`config.mk`:
```
export PLATFORM = sky130hd
export DESIGN_NAME = fcmp_arbiter_flat
export DESIGN_NICKNAME = d
export VERILOG_FILES = /design/src/rtl/fcmp_arbiter_if.sv /design/src/rtl/fcmp_arbiter.sv /design/src/flat_wrapper.sv
export SDC_FILE = /design/constraint.sdc
export NUM_CORES = 1
export LEC_CHECK = 0
export CAP_MARGIN = 5
export CORE_MARGIN = 2
export CORE_UTILIZATION = 31
export DETAILED_ROUTE_END_ITERATION = 16
export PLACE_DENSITY = 0.77
export SYNTH_ARGS = -nofsm -noshare
export SYNTH_HDL_FRONTEND = slang
export SYNTH_SLANG_ARGS = --single-unit
export TNS_END_PERCENT = 5
```
`constraint.sdc`:
```
create_clock -name clk -period 4.41 [get_ports clk]
set_clock_uncertainty 0.05 [all_clocks]
set_input_delay 1.323 -clock clk [delete_from_list [all_inputs] [get_ports clk]]
set_output_delay 1.323 -clock clk [all_outputs]
set_load 0.01 [all_outputs]
```
`src/rtl/fcmp_arbiter_if.sv`:
```
`default_nettype none
// ============================================================================
//  Module      : fcmp_arbiter_if
//  Description : Request/result bundle between the requesters and the shared
//                single-precision compare unit.
//  Revision    : 1.0  initial release
// ============================================================================
interface fcmp_arbiter_if #(
  parameter int NREQ = 4,
  parameter int IDW  = $clog2(NREQ)
);
  logic [NREQ-1:0]    in_valid;
  logic [NREQ-1:0]    in_ready;
  logic [NREQ*32-1:0] in_srca;
  logic [NREQ*32-1:0] in_srcb;
  logic [NREQ*2-1:0]  in_op;
  logic               out_valid;
  logic [IDW-1:0]     out_id;
  logic               out_result;
  logic               out_ready;

  // Requester / consumer side
  modport master (
    output in_valid, in_srca, in_srcb, in_op, out_ready,
    input  in_ready, out_valid, out_id, out_result
  );

  // Compare unit side
  modport slave (
    input  in_valid, in_srca, in_srcb, in_op, out_ready,
    output in_ready, out_valid, out_id, out_result
  );
endinterface
`default_nettype wire

```
`src/rtl/fcmp_arbiter.sv`:
```
`default_nettype none
// ============================================================================
//  Module      : fcmp_arbiter
//  Description : Round-robin arbiter sharing one flush-to-zero FP32 compare
//                (LT / EQ / LE) between NREQ requesters, with a one-deep
//                registered result stage tagged by requester index.
//  Revision    : 1.0  initial release
// ============================================================================
module fcmp_arbiter #(
  parameter int NREQ = 4,
  parameter int IDW  = $clog2(NREQ)
) (
  input  wire           clk,
  input  wire           rst,
  fcmp_arbiter_if.slave bus
);

  localparam logic [IDW:0]   NREQ_EXT = (IDW+1)'(NREQ);
  localparam logic [IDW-1:0] LAST_ID  = IDW'(NREQ - 1);

  logic [IDW-1:0] rr_q, rr_d;
  logic           out_valid_q, out_valid_d;
  logic [IDW-1:0] out_id_q, out_id_d;
  logic           out_result_q, out_result_d;

  logic            slot_free;
  logic            grant_found;
  logic [IDW-1:0]  grant_idx;
  logic [IDW:0]    idx_ext;
  logic [NREQ-1:0] ready_vec;
  logic            transfer;
  logic [31:0]     sel_a;
  logic [31:0]     sel_b;
  logic [1:0]      sel_op;
  logic            cmp_result;

  // Flush-to-zero sign/magnitude compare; reserved op 11 behaves as LT.
  function automatic logic fcmp(input logic [1:0] op, input logic [31:0] a,
                                input logic [31:0] b);
    logic za, zb, lt, eq;
    za = (a[30:23] == 8'd0);
    zb = (b[30:23] == 8'd0);
    if (za && zb)           lt = 1'b0;
    else if (za)            lt = !b[31];
    else if (zb)            lt = a[31];
    else if (a[31] != b[31]) lt = a[31];
    else if (!a[31])        lt = (a[30:0] < b[30:0]);
    else                    lt = (a[30:0] > b[30:0]);
    if (za && zb)           eq = 1'b1;
    else if (za || zb)      eq = 1'b0;
    else                    eq = (a == b);
    case (op)
      2'b01:   fcmp = eq;
      2'b10:   fcmp = lt | eq;
      default: fcmp = lt;
    endcase
  endfunction

  // Pick the first valid requester starting at the round-robin pointer.
  always_comb begin
    grant_found = 1'b0;
    grant_idx   = '0;
    idx_ext     = '0;
    for (int k = 0; k < NREQ; k++) begin
      idx_ext = {1'b0, rr_q} + (IDW+1)'(k);
      if (idx_ext >= NREQ_EXT) idx_ext = idx_ext - NREQ_EXT;
      if (!grant_found && bus.in_valid[idx_ext[IDW-1:0]]) begin
        grant_found = 1'b1;
        grant_idx   = idx_ext[IDW-1:0];
      end
    end
  end

  // Grant only into a free slot, and never while reset is asserted.
  always_comb begin
    slot_free = !out_valid_q || bus.out_ready;
    ready_vec = '0;
    if (!rst && slot_free && grant_found) ready_vec[grant_idx] = 1'b1;
    transfer  = |ready_vec;
  end

  assign bus.in_ready = ready_vec;

  // Operand mux and compare for the granted requester.
  always_comb begin
    sel_a      = bus.in_srca[grant_idx*32 +: 32];
    sel_b      = bus.in_srcb[grant_idx*32 +: 32];
    sel_op     = bus.in_op[grant_idx*2 +: 2];
    cmp_result = fcmp(sel_op, sel_a, sel_b);
  end

  // Next-state: load on transfer, clear on drain, otherwise hold.
  always_comb begin
    rr_d         = rr_q;
    out_valid_d  = out_valid_q && !bus.out_ready;
    out_id_d     = out_id_q;
    out_result_d = out_result_q;
    if (transfer) begin
      rr_d         = (grant_idx == LAST_ID) ? '0 : grant_idx + 1'b1;
      out_valid_d  = 1'b1;
      out_id_d     = grant_idx;
      out_result_d = cmp_result;
    end
  end

  // State registers; reset discards any in-flight result.
  always_ff @(posedge clk or posedge rst) begin
    if (rst) begin
      rr_q         <= '0;
      out_valid_q  <= 1'b0;
      out_id_q     <= '0;
      out_result_q <= 1'b0;
    end else begin
      rr_q         <= rr_d;
      out_valid_q  <= out_valid_d;
      out_id_q     <= out_id_d;
      out_result_q <= out_result_d;
    end
  end

  assign bus.out_valid  = out_valid_q;
  assign bus.out_id     = out_id_q;
  assign bus.out_result = out_result_q;

endmodule
`default_nettype wire

```
`src/flat_wrapper.sv`:
```
// flat-port wrapper written by rule: the top's interface ports become plain ports
module fcmp_arbiter_flat 
#(
  parameter int NREQ = 4,
  parameter int IDW  = $clog2(NREQ)
)
  (clk, rst, bus_in_valid, bus_in_srca, bus_in_srcb, bus_in_op, bus_out_ready, bus_in_ready, bus_out_valid, bus_out_id, bus_out_result);
  fcmp_arbiter_if #(.NREQ(NREQ), .IDW(IDW)) bus_i ();
  input  wire clk;
  input  wire rst;
  input wire logic [$bits(bus_i.in_valid)-1:0] bus_in_valid;
  input wire logic [$bits(bus_i.in_srca)-1:0] bus_in_srca;
  input wire logic [$bits(bus_i.in_srcb)-1:0] bus_in_srcb;
  input wire logic [$bits(bus_i.in_op)-1:0] bus_in_op;
  input wire logic [$bits(bus_i.out_ready)-1:0] bus_out_ready;
  output wire logic [$bits(bus_i.in_ready)-1:0] bus_in_ready;
  output wire logic [$bits(bus_i.out_valid)-1:0] bus_out_valid;
  output wire logic [$bits(bus_i.out_id)-1:0] bus_out_id;
  output wire logic [$bits(bus_i.out_result)-1:0] bus_out_result;
  assign bus_i.in_valid = bus_in_valid;
  assign bus_i.in_srca = bus_in_srca;
  assign bus_i.in_srcb = bus_in_srcb;
  assign bus_i.in_op = bus_in_op;
  assign bus_i.out_ready = bus_out_ready;
  assign bus_in_ready = bus_i.in_ready;
  assign bus_out_valid = bus_i.out_valid;
  assign bus_out_id = bus_i.out_id;
  assign bus_out_result = bus_i.out_result;
  fcmp_arbiter #(.NREQ(NREQ), .IDW(IDW)) u_core (.clk(clk), .rst(rst), .bus(bus_i));
endmodule
```
==> flow_summary.ini <==
[run_status]
status = complete, but fails checks
violations = negative setup slack

[setup_path]
worstPathRequired_ps = 4490
worstSetupEndpointType = register
worstRegToRegCells = 16
r2r_start = u_core.rr_q[1]$_DFFE_PP0P_
r2r-end = u_core.bus.out_result$_DFFE_PP0P_
cp-startpoint = bus_in_valid[0]
r2r_slack_ps = 700
worstPathArrival_ps = 4560
critPathKind = input port to register
crit_path_start_kind = input port
worst_setup_path_endpoint = u_core.bus.out_result$_DFFE_PP0P_
cp_max_fo = 20

[synth]
synth_top_area_cell = nand2_1
ys.flop_type = dfrtp_1
syn_nets = 920
yosys_warnings = 0
async_flop_share_pct = 100
yosysMostFrequentCell = nand2_1
syn_area_per_cell_um2 = 5.65
synth_edf_count = 0
synth_common_cells = nand2_1, nand3_1, and3_1, ha_1, clkbuf_1
synth_area_um2 = 3460
synthDominantCellAreaShare_pct = 24.4
synth_area_leaders = nand2_1, ha_1, nand3_1, and3_1, dfrtp_1
synth-seq-cells = 6
synth_cells = 612
yosysSeqAreaShare_pct = 4.34
synth.distinct_cells = 46

[layout]
fin_nets = 1239
multi_input_area_um2 = 3300
seq_area_um2 = 150
antenna_cells = 0
area_growth_pct = 110
nFillCells = 925
fin_area_um2 = 7280
drive_above_1_share_pct = 15.0

[timing]
tightest_slew_ps = 343
fin_crit_ps = 4480
fin_setup_tns_ps = -72.3
finalWorstSetupSlack_ps = -72.3
final.period_utilization_pct = 102
fmaxAchievable_mhz = 223
final-hold-violation-count = 0
rsz0062_at_grt = yes
setup_violations = 1
slew_viol_final = 0
relSlewSlack_pct = 76.9

[job]
max-cap-violations = 0

[place]
io_buffer_count = 278
gp_congestion = 0.877
placed_area_um2 = 6840
hpwl_mm = 13.7
pre_cts_slack_ps = -836

[hold_path]
hold_class = register to register

[floorplan]
io_pins = 279
die_w_um = 110
dieArea_um2 = 12000
coreArea_um2 = 10900
die_h_um = 110
start_util_pct = 31.8
rows = 38

[routing]
drc_errors = 0
drt_iter0_drc = 462
ant_nets = 0
vias_per_cell = 5.26
avgRoutedWirePerCell_um = 16.1
wl_mm = 17.2
vias = 5625
drtPass1Iterations = 7

[clock_network]
clkTransAtPathRegs_ps = 40
cts_buffers = 3
hold_buffers = 0
clock_latency_ps = 220
clockRootBuffer = clkbuf_8
cts_tree = built
cts_buffer_depth = 2
numClockSinks = 6
htreeDepth = 1

[power]
power_per_cell_area_nw_per_um2 = 478
p_total_uw = 3480
p_leak_uw = 0.00332
peakVddDrop_mv = 0.288

[grt]
grt_usage_pct = 25.9
grt_pass1_wl_mm = 25.0
grt_max_degree = 40
grt_pass1_vias = 5301
overflow = 0
antenna_found_initial = 0
critical path: stages:
cell and delay [ps]:
buf_8 100, buf_6 110, mux2i_1 140, nor2_1 90
nor3_4 310, inv_4 110, buf_12 170, and3_1 160
a31oi_1 170, ha_1 280, a41o_1 260, a21o_1 170
a21oi_2 160, o221ai_1 120, or3_4 390, a211oi_2 210
nor4_2 80, a221oi_2 210
cells by family after synthesis:
| group | share of synthesized area (%) |
|---|---|
| AOI/OAI and AO/OA | 20.1 |
| xor gates and xnor gates | 0.253 |
| adders and majority gates | 13.4 |
| buffers and inverters | 6.15 |
| DFF | 4.34 |
| muxes | 2.68 |
| and+or+nand+nor | 53.1 |
power breakdown:
| group | internal [µW] | switching [µW] | total (µW) | leakage (µW) |
|---|---|---|---|---|
| Sequential | 84.7 | 25.3 | 110 | 0.0000716 |
| Combinational | 1650 | 1630 | 3280 | 0.00323 |
| Clock | 58.8 | 25.8 | 84.7 | 0.0000216 |
| Total | 1800 | 1680 | 3480 | 0.00332 |
flip-flops by register name (all words and copies together) (netlist names):
signal / count
u_core.rr_q: 2
u_core.bus.out_id: 2
u_core.bus.out_valid: 1
u_core.bus.out_result: 1
per-stage QoR:
stage	util [%]	hold WS, ps	std cells
after CTS	65.1	432	1063
after global placement	62.9	414	1049
after global routing	66.8	482	1069
final	66.8	429	1069
after floorplan	-	466	612
after detailed placement	62.9	423	1049
cell usage in the layout (no fill, tap or decap), types with 9 or more instances in the layout:
cell type,netlist,final
buf_12,0,9
a211oi_2,1,14
a31oi_1,23,22
clkdlybuf4s50_1,0,270
nor2_1,12,12
nand2_1,225,222
buf_4,0,63
nand3_1,81,76
and3_1,42,42
ha_1,37,35
o21ai_0,24,22
area by class of cell:
class                           count  area share [%]
Timing Repair Buffer              359            49.0
Multi-Input combinational cell    552            45.4
Tap cell                          140            2.41
Sequential cell                     6            2.06
Clock buffer                        3           0.567
Inverter                            9           0.533
timing repair:
item | CTS | global route
resized for setup | 45 | 34
setup endpoints to repair | 5 | 3
pin swaps | 18 | 17
cloned | 1 | 1
setup buffers | 10 | 6
layer usage:
metal,global-route usage (%),wire (µm)
met5,0,0
met2,49.0,8930
met1,30.5,6670
met4,5.97,442
met3,3.91,1170
worst min-delay path by stage:
stage	to	slack, ps	startpoint	depth (start not counted)
after floorplan	u_core.bus.out_id[0]$_DFFE_PP0P_	470	u_core.bus.out_id[0]$_DFFE_PP0P_	2
after global placement	u_core.bus.out_id[0]$_DFFE_PP0P_	410	u_core.bus.out_id[0]$_DFFE_PP0P_	2
after detailed placement	u_core.bus.out_id[0]$_DFFE_PP0P_	420	u_core.bus.out_id[0]$_DFFE_PP0P_	2
after CTS	u_core.bus.out_id[0]$_DFFE_PP0P_	430	u_core.bus.out_id[0]$_DFFE_PP0P_	2
after global routing	u_core.bus.out_id[0]$_DFFE_PP0P_	480	u_core.bus.out_id[0]$_DFFE_PP0P_	2
final	u_core.bus.out_id[0]$_DFFE_PP0P_	430	u_core.bus.out_id[0]$_DFFE_PP0P_	2
Note: power is estimated with default switching activity, not from simulation.
